===== src/rtl/des_pkg.sv =====
// des_pkg: shared types and sizes for the Triple-DES key loader.
package des_pkg;
    typedef enum logic [1:0] {IDLE, COLLECT, DONE, ERROR} key_load_state_t;
    localparam int DES_KEY_BYTES = 8;
    localparam int DES_KEY_W = 64;
    typedef logic [1:0] key_idx_t;
endpackage


===== src/rtl/des_byte_parity.sv =====
// des_byte_parity: combinational odd-parity check of one byte (DES key convention).
module des_byte_parity (
    input  logic [7:0] data_i,
    output logic       odd_o
);
    assign odd_o = ^data_i;
endmodule


===== src/rtl/des_key_loader.sv =====
// des_key_loader: shifts I2C bytes into 64-bit DES keys and publishes K1..K3 with a strobe.
// Optional DES_KEY_PARITY_CHECK_EN rejects keys holding an even-weight byte.
module des_key_loader
    import des_pkg::*;
#(
    parameter int NUM_KEYS = 3
) (
    input  logic                 clk,
    input  logic                 n_rst,
    input  logic                 load_start,
    input  logic [7:0]           byte_in,
    input  logic                 byte_valid,
    output logic [DES_KEY_W-1:0] key_out,
    output logic [1:0]           key_sel,
    output logic                 key_enable,
    output logic                 keys_ready,
    output logic                 busy,
    output logic                 parity_err
);
    key_load_state_t      state_q, state_d;
    logic [2:0]           cnt_q, cnt_d;
    key_idx_t             idx_q, idx_d;
    logic [DES_KEY_W-1:0] shift_q, shift_d;
    logic [DES_KEY_W-1:0] key_q, key_d;
    key_idx_t             sel_q, sel_d;
    logic                 en_q, en_d;
    logic                 ready_q, ready_d;
    logic [DES_KEY_W-1:0] shift_next;
    logic                 last_byte;
    logic                 key_bad;

`ifdef DES_KEY_PARITY_CHECK_EN
    logic perr_q, perr_d;
    logic pflag_q, pflag_d;
    logic byte_odd;

    des_byte_parity u_parity (
        .data_i(byte_in),
        .odd_o (byte_odd)
    );

    assign key_bad    = pflag_q | ~byte_odd;
    assign parity_err = perr_q;
`else
    assign key_bad    = 1'b0;
    assign parity_err = 1'b0;
`endif

    assign shift_next = {shift_q[DES_KEY_W-9:0], byte_in};
    assign last_byte  = cnt_q == 3'(DES_KEY_BYTES - 1);

    always_comb begin
        state_d = state_q;
        cnt_d   = cnt_q;
        idx_d   = idx_q;
        shift_d = shift_q;
        key_d   = key_q;
        sel_d   = sel_q;
        en_d    = 1'b0;
        ready_d = ready_q;
`ifdef DES_KEY_PARITY_CHECK_EN
        perr_d  = perr_q;
        pflag_d = pflag_q;
`endif
        // A restart beats a coincident byte, which is simply dropped.
        if (load_start) begin
            state_d = COLLECT;
            cnt_d   = '0;
            idx_d   = '0;
            ready_d = 1'b0;
`ifdef DES_KEY_PARITY_CHECK_EN
            perr_d  = 1'b0;
            pflag_d = 1'b0;
`endif
        end else if (state_q == COLLECT && byte_valid) begin
            shift_d = shift_next;
            cnt_d   = cnt_q + 3'd1;
`ifdef DES_KEY_PARITY_CHECK_EN
            pflag_d = key_bad;
`endif
            if (last_byte && key_bad) begin
`ifdef DES_KEY_PARITY_CHECK_EN
                state_d = ERROR;
                perr_d  = 1'b1;
                pflag_d = 1'b0;
`endif
            end else if (last_byte) begin
                key_d = shift_next;
                sel_d = idx_q;
                en_d  = 1'b1;
                idx_d = idx_q + 2'd1;
                if (idx_q == key_idx_t'(NUM_KEYS - 1)) begin
                    state_d = DONE;
                    ready_d = 1'b1;
                end
            end
        end
    end

    always_ff @(posedge clk or negedge n_rst) begin
        if (!n_rst) begin
            state_q <= IDLE;
            cnt_q   <= '0;
            idx_q   <= '0;
            shift_q <= '0;
            key_q   <= '0;
            sel_q   <= '0;
            en_q    <= 1'b0;
            ready_q <= 1'b0;
        end else begin
            state_q <= state_d;
            cnt_q   <= cnt_d;
            idx_q   <= idx_d;
            shift_q <= shift_d;
            key_q   <= key_d;
            sel_q   <= sel_d;
            en_q    <= en_d;
            ready_q <= ready_d;
        end
    end

`ifdef DES_KEY_PARITY_CHECK_EN
    always_ff @(posedge clk or negedge n_rst) begin
        if (!n_rst) begin
            perr_q  <= 1'b0;
            pflag_q <= 1'b0;
        end else begin
            perr_q  <= perr_d;
            pflag_q <= pflag_d;
        end
    end
`endif

    assign key_out    = key_q;
    assign key_sel    = sel_q;
    assign key_enable = en_q;
    assign keys_ready = ready_q;
    assign busy       = state_q == COLLECT;
endmodule


===== config.mk =====
export PLATFORM = sky130hd
export DESIGN_NAME = des_key_loader
export DESIGN_NICKNAME = d
export VERILOG_FILES = /design/src/rtl/des_pkg.sv /design/src/rtl/des_byte_parity.sv /design/src/rtl/des_key_loader.sv
export SDC_FILE = /design/constraint.sdc
export NUM_CORES = 1
export LEC_CHECK = 0
export ABC_AREA = 1
export CORE_MARGIN = 5
export CORE_UTILIZATION = 62
export DETAILED_ROUTE_END_ITERATION = 10
export DONT_BUFFER_PORTS = 1
export PLACE_DENSITY = 0.78
export SYNTH_ARGS = -nofsm -noshare
export SYNTH_HDL_FRONTEND = slang
export SYNTH_SLANG_ARGS = --single-unit

===== constraint.sdc =====
create_clock -name clk -period 1.8 [get_ports clk]
set_clock_uncertainty 0.1 [all_clocks]
set_input_delay 0.27 -clock clk [delete_from_list [all_inputs] [get_ports clk]]
set_output_delay 0.27 -clock clk [all_outputs]
set_load 0.05 [all_outputs]

* Yosys cells after proc, flatten, opt, wreduce, memory -nomap -nowiden *
Index checks and enable logic that the tools add are counted.

storage, ports and cells
  output and inout port bits = 70
  flip-flop bits (word level) = 131
  logic and storage cells = 38
  input port bits = 12

cells by class
  reduce and logical (&&, ||, !) cells = 8
  $add $sub $neg = 2
  bitwise gates (word level) = 1
  muxes and demuxes = 16
  equal/unequal tests = 3

operators with widths
  operator                                             count
  two-way mux 2 bit                                    7
  two-way mux 1 bit                                    7
  two-way mux 3 bit                                    2
  AND reduction 3 bit                                  2
  nonzero test 2 bit                                   3
  AND reduction 2 bit                                  2
  adder 3 x 1 -> 3 bit, second input constant          1
  equality test 3 bit, second input constant           1
  adder 2 x 1 -> 2 bit, second input constant          1
  equality test 2 x 1 -> 1 bit, second input constant  1
  equality test 2 bit, second input constant           1
  logical AND 1 bit                                    1
  inverter 1 bit                                       1

* Longest topological paths before layout *
Gate-level depths: netlist (run 1).

  depth after elaboration = 5
  gate-level depth with buffers = 9
  mapped depth without buffers = 6

* Worst setup path before layout (run 1) *
No wires, ideal clock.

  kind = reg-to-reg
  start = register, netlist name keys_ready
  end = register key_q[32], in the netlist key_out[32]
  data required time = 1.578 ns
  library setup time = 0.122 ns
  arrival time = 1.662 ns
  setup slack = -0.084 ns
  period minus slack after synthesis = 1.884 ns
  buffers on the path = 2
  stages on the path, launching flop included = 7
  cell sequence = dfrtp_1 nor2_4 nand2_4 buf_4 buf_6 o21ai_1 nand2_1

RTL lines
  item                    RTL line               RTL
  end signal: assignment  des_key_loader.sv:115  key_q <= key_d;
  end: declaration        des_key_loader.sv:24   logic [DES_KEY_W-1:0] key_q, key_d;

* Worst setup path after layout (run 1) *
  start = register state_q[0]
  end = output port busy

on the way
  word-level cells in the longest chain between the ends = 1

ends and longest elaborated chain
  item                          RTL line               RTL
  start: declaration            des_key_loader.sv:20   key_load_state_t state_q, state_d;
  start signal: assignment      des_key_loader.sv:111  state_q <= state_d;
  equality test 2 x 1 -> 1 bit  des_key_loader.sv:138  assign busy = state_q == COLLECT;
  end: declaration              des_key_loader.sv:17   output logic busy,

Every way passes these cells.

==> results.yml, run 1 <==
cts:
  clock_path_buffers: 2
  htree_levels: 4
  root_buffer: "clkbuf_8"
  clk_pin_slew_worst_paths_ns: 0.05
  postCtsHoldBufs: 11
  clock_latency_ns: 0.51
  cts_buffers: 17
  cts_tree: "done"
  clock-sinks: 130
worst_setup_path:
  required_ns: 1.43
  path_max_fanout: 4
  r2r_slack_ns: 0.11
  critPathKind: "flip-flop to output port"
  timing.rr.end: "shift_q[8]$_DFFE_PN0P_"
  cp.arrival_ns: 1.35
  crit_path_start_kind: "flip-flop"
  rr_worst_depth: 8
  setup.worst_path.end_class: "output port"
  r2r-start: "state_q[0]$_DFFE_PN0P_"
placement:
  dp_cells: 646
  place_hpwl_um: 6460
  placement.io_buffers: 0
  gp_congestion: 0.765
final_layout:
  fin_nets: 596
  multi_input_area_um2: 1720
  final_cell_mix: "284 x nand2_1, 129 x dfrtp_1, 50 x o21ai_1"
  n_antenna_cell: 0
  final_common_cell: "nand2_1"
  final_cell_count_no_fill: 698
  syn2layout_area_growth_pct: 16.1
  final-seq-area_um2: 3250
  nFillCells: 589
  drive_above_1_share: 0.0927
sta:
  fmax_mhz: 583
  fin_crit_sh: 0.953
  setup_viol: 0
  period_minus_slack_ns: 1.72
  timing.hold.ws_ns: -0.641
  report.final.slew_viol_count: 0
  tightestPinTransition_ns: 1.09
  slew-limit-headroom: 0.275
  hold_viol: 130
  rsz0062_at_grt: "false"
floorplan:
  die_w_um: 102
  io_pins: 82
  die_height_um: 102
  start_util: 0.635
  placementRows: 33
  coreArea_um2: 8180
  die_area_um2: 10300
power:
  p_seq_frac: 0.484
  ir_worst_vdd_uv: 799
  p_leak_nw: 3.36
  power.density_nw_per_um2: 1160
  power_frac_comb: 0.053
  p_sw_frac: 0.227
  power_mw: 7.00
  power_switching_mw: 1.59
  p_int_mw: 5.41
  power_frac_clock: 0.463
global_route:
  grt_max_degree: 131
  grt_pass1_vias: 4040
  grt_antenna_before_repair: 0
  overflow: 0
  grtUsageTotal: 0.242
  grt_pass1_wl_um: 19500
outcome:
  status: "finished with violations"
  failed_checks: "negative hold slack"
drt:
  wl_per_cell_um: 17.4
  dr_total_vias: 3968
  ant_nets: 0
  drt_iter0_drc: 257
  firstDrtPassIters: 5
  drc_errors: 0
  routed_wl_um: 12100
  vias_per_cell: 5.68
logic_synthesis:
  syn_area_um2: 5190
  ys_seq_area_frac: 0.627
  netlist_instances: 567
  syn_avg_cell_area_um2: 9.16
  syn_nets: 582
  ys_seq_elements: 130
  yosysWarnings: 0
  ys_types: 20
hold_path:
  min_path_type: "input port to asynchronous set/reset pin"
flow_run:
  cap_violations: 0
-- state kept, by name (all words and copies together), names as in the netlist --
register and cells:
key_sel 2, shift_q 56, key_enable 1, keys_ready 1, state_q 1, cnt_q 3
idx_q 2, key_out 64
-- power groups by stage --
stage	Clock (mW)	Combinational (mW)	Sequential (mW)
after floorplan	0	0.283	3.35
after global placement	0	0.300	3.42
after detailed placement	0	0.320	3.43
after CTS	3.27	0.362	3.38
after global routing	3.42	0.430	3.41
final	3.24	0.370	3.39
-- metrics by stage --
stage	setup TNS, ns	cell area [µm²]	utilization	setup slack, ns
detailed placement	-6.31	5190	0.635	-0.134
global route	0	6020	0.737	0.00557
global placement	-1.70	5190	0.635	-0.0559
finish	0	6020	0.737	0.0841
floorplan	0	5190	-	0.0436
CTS	0	5900	0.722	0.0362
-- cell usage after synthesis --
master / n / area share
nand2_2: 1 / 0.0012
o21ai_1: 50 / 0.048
a21oi_1: 1 / 0.00096
inv_2: 2 / 0.0014
nor2_4: 2 / 0.0043
nor2_8: 1 / 0.0039
inv_1: 3 / 0.0022
o21ai_0: 43 / 0.041
nand2_4: 1 / 0.0022
dfrtp_1: 130 / 0.63
buf_6: 11 / 0.024
clkbuf_1: 14 / 0.010
nand3_1: 7 / 0.0067
nand4_1: 1 / 0.0012
buf_4: 2 / 0.0029
buf_1: 1 / 0.00072
conb_1: 1 / 0.00072
ha_1: 3 / 0.0072
buf_2: 9 / 0.0087
nand2_1: 284 / 0.21
-- worst max path at each step --
stage / startpoint / end / slack (ns) / cells past startpoint
finish: state_q[0]$_DFFE_PN0P_ / busy / 0.08 / 4
global route: state_q[0]$_DFFE_PN0P_ / shift_q[51]$_DFFE_PN0P_ / 0.006 / 8
CTS: cnt_q[0]$_DFFE_PN0P_ / key_out[22]$_DFFE_PN0P_ / 0.04 / 6
detailed placement: cnt_q[0]$_DFFE_PN0P_ / key_out[22]$_DFFE_PN0P_ / -0.13 / 6
global placement: cnt_q[0]$_DFFE_PN0P_ / key_out[28]$_DFFE_PN0P_ / -0.06 / 6
floorplan: keys_ready$_DFFE_PN0P_ / key_out[32]$_DFFE_PN0P_ / 0.04 / 6
-- what timing repair did --
item,in CTS,in global routing
endpoints found under the hold margin,182,130
setup endpoints to repair,69,82
setup buffers,0,6
pin swaps,2,4
resized for setup,4,5
cloned,2,2
-- layer usage --
metal | part of all wire | vias to the layer above | wire length (µm) | global-route usage
met2 | 0.52 | 146 | 6270 | 0.402
met3 | 0.074 | 12 | 900 | 0.0799
met5 | 0 | - | 0 | 0
met4 | 0.011 | 0 | 133 | 0.0726
met1 | 0.40 | 1970 | 4840 | 0.304
li1 | - | 1840 | - | -
-- layout make-up --
cell class / count / area share
Clock inverter: 5 / 0.0125
Sequential cell: 130 / 0.540
Inverter: 5 / 0.00312
Tap cell: 105 / 0.0218
Clock buffer: 26 / 0.0810
Timing Repair Buffer: 29 / 0.0563
Multi-Input combinational cell: 398 / 0.285
-- kinds of logic after synthesis --
family	Yosys count	synth area share
AO/OA/AOI/OAI	94	0.0906
adder cells (fa/ha/maj)	3	0.00723
buffers and inverters	42	0.0499
flip-flops	130	0.627
other	1	0.000722
AND/OR/NAND/NOR	297	0.225
-- worst max-delay path, cell delays in order (launching register included) --
cell and delay (ns):
dfrtp_1 0.36, inv_2 0.05, nor2_4 0.12, buf_4 0.15, buf_6 0.16
Power figures use the tool's default switching activity.
==> run 2, diff against run 1 <==
--- a/config.mk
+++ b/config.mk
@@ -6,6 +6,7 @@
 export NUM_CORES = 1
 export LEC_CHECK = 0
 export ABC_AREA = 1
+export CORE_ASPECT_RATIO = 1.4
 export CORE_MARGIN = 5
 export CORE_UTILIZATION = 62
 export DETAILED_ROUTE_END_ITERATION = 10
==> run 2 against run 1 <==
  * The flow still finishes with violations (negative hold slack)
  * First-iteration DRC count decreased by 5.1%
  * Critical path depth did not move
  * Sequential power barely moved
  * Cell count shrank 0.29%
  * Register-to-register slack gained 0.05 ns
  * Highest routed layer unchanged
==> results.yml, run 2 (synthesized netlist as in run 1, its figures left out) <==
worst_setup_path:
  max_stage_delay_ns: 0.37
  crit_top_cell: "buf_4"
  crit_chain: "inv_2, nor2_4, buf_4, buf_4"
  crit_path_start_kind: "flip-flop"
  setup.worst_path.end_class: "output port"
  path_max_fanout: 4
  cpMaxStageDelayCell: "dfrtp_1"
  critPathKind: "flip-flop to output port"
  rr_worst_depth: 6
  timing.rr.end: "key_out[44]$_DFFE_PN0P_"
  required_ns: 1.43
  cp.arrival_ns: 1.28
  r2r-start: "cnt_q[0]$_DFFE_PN0P_"
  r2r_slack_ns: 0.16
placement:
  placement.io_buffers: 0
  dp_cells: 643
  dpl_cell_area_um2: 5170
  place_hpwl_um: 6640
  gp_congestion: 0.769
final_layout:
  largest_reg_flops: 64
  final_cell_mix: "284 x nand2_1, 129 x dfrtp_1, 50 x o21ai_1"
  nFillCells: 575
  final-seq-area_um2: 3250
  final_common_cell: "nand2_1"
  final_util: 0.740
  n_antenna_cell: 0
  fin_area_um2: 6030
  drive_above_1_share: 0.0926
  multi_input_area_um2: 1720
  final_cell_count_no_fill: 696
  fin_nets: 597
  syn2layout_area_growth_pct: 16.1
outcome:
  failed_checks: "negative hold slack"
  status: "finished with violations"
floorplan:
  io_pins: 82
  start_util: 0.637
  die_w_um: 87.3
  die_height_um: 118
  placementRows: 39
  die_area_um2: 10300
  coreArea_um2: 8150
global_route:
  grt_max_degree: 131
  grt_pass1_vias: 3832
  grt_antenna_before_repair: 0
  grtUsageTotal: 0.240
  overflow: 0
  grt_pass1_wl_um: 19100
cts:
  clk_pin_slew_worst_paths_ns: 0.05
  clock-sinks: 130
  htree_levels: 4
  cts_buffers: 17
  cts_tree: "done"
  clock_latency_ns: 0.41
  postCtsHoldBufs: 12
  root_buffer: "clkbuf_16"
  clock_path_buffers: 2
power:
  p_leak_nw: 3.35
  power_mw: 7.03
  power.density_nw_per_um2: 1170
  ir_worst_vdd_uv: 808
flow_run:
  cap_violations: 0
sta:
  setup_viol: 0
  timing.hold.ws_ns: -0.543
  period_minus_slack_ns: 1.65
  report.final.slew_viol_count: 0
  tightestPinTransition_ns: 0.964
  slew-limit-headroom: 0.355
  fmax_mhz: 605
  hold_viol: 130
  rsz0062_at_grt: "false"
  fin_crit_sh: 0.918
hold_path:
  min_path_type: "input port to asynchronous set/reset pin"
drt:
  vias_per_cell: 5.51
  drt_iter0_drc: 244
  routed_wl_um: 12000
  dr_total_vias: 3838
  ant_nets: 0
  firstDrtPassIters: 4
  wl_per_cell_um: 17.2
  drc_errors: 0
run 2: how the worst max path moves through the flow:
stage / startpoint / end / slack (ns)
6_report: state_q[0]$_DFFE_PN0P_ / busy / 0.15
5_1_grt: cnt_q[0]$_DFFE_PN0P_ / key_out[16]$_DFFE_PN0P_ / 0.001
4_1_cts: cnt_q[0]$_DFFE_PN0P_ / key_out[1]$_DFFE_PN0P_ / 0.04
3_5_place_dp: cnt_q[0]$_DFFE_PN0P_ / key_out[33]$_DFFE_PN0P_ / -0.13
3_3_place_gp: cnt_q[0]$_DFFE_PN0P_ / key_out[28]$_DFFE_PN0P_ / -0.08
2_1_floorplan: keys_ready$_DFFE_PN0P_ / key_out[32]$_DFFE_PN0P_ / 0.04
run 2: report_power, final:
group	switching, mW	internal, mW
sequential	0.217	3.17
combinational	0.220	0.137
clock	1.12	2.17
run 2: critical path, delay by kind of cell (launching register included):
family,cells,cell delay (ns)
DFF,1,0.37
and+or+nand+nor,1,0.13
buffers and inverters,3,0.38
run 2: routing by layer:
metal | global-route usage | vias up | wire length [µm]
met5 | 0 | - | 0
met4 | 0.119 | 0 | 269
met3 | 0.0696 | 23 | 712
met2 | 0.390 | 118 | 6400
met1 | 0.288 | 1869 | 4580
li1 | - | 1828 | -
run 2: layout make-up:
| cell class | count | area share |
|---|---|---|
| inverter | 5 | 0.00311 |
| multi-input combinational | 398 | 0.285 |
| sequential | 130 | 0.540 |
| clock buffer | 26 | 0.0828 |
| clock inverter | 5 | 0.0125 |
| tap | 102 | 0.0212 |
| timing repair buffer | 30 | 0.0556 |
run 2: metrics by stage:
stage | hold WS (ns) | worst slack [ns] | setup TNS [ns]
global placement | -0.122 | -0.0774 | -2.63
detailed placement | -0.122 | -0.134 | -6.52
CTS | -0.559 | 0.0388 | 0
finish | -0.543 | 0.148 | 0
global route | -0.563 | 0.00140 | 0
floorplan | -0.126 | 0.0436 | 0
run 2: what timing repair did:
action | 4_1_cts | 5_1_grt
resized for setup | 4 | 1
setup buffers | 0 | 6
endpoints found under the setup margin | 69 | 68
hold endpoints to repair | 171 | 130
cloned | 2 | 2
pin swaps | 2 | 4
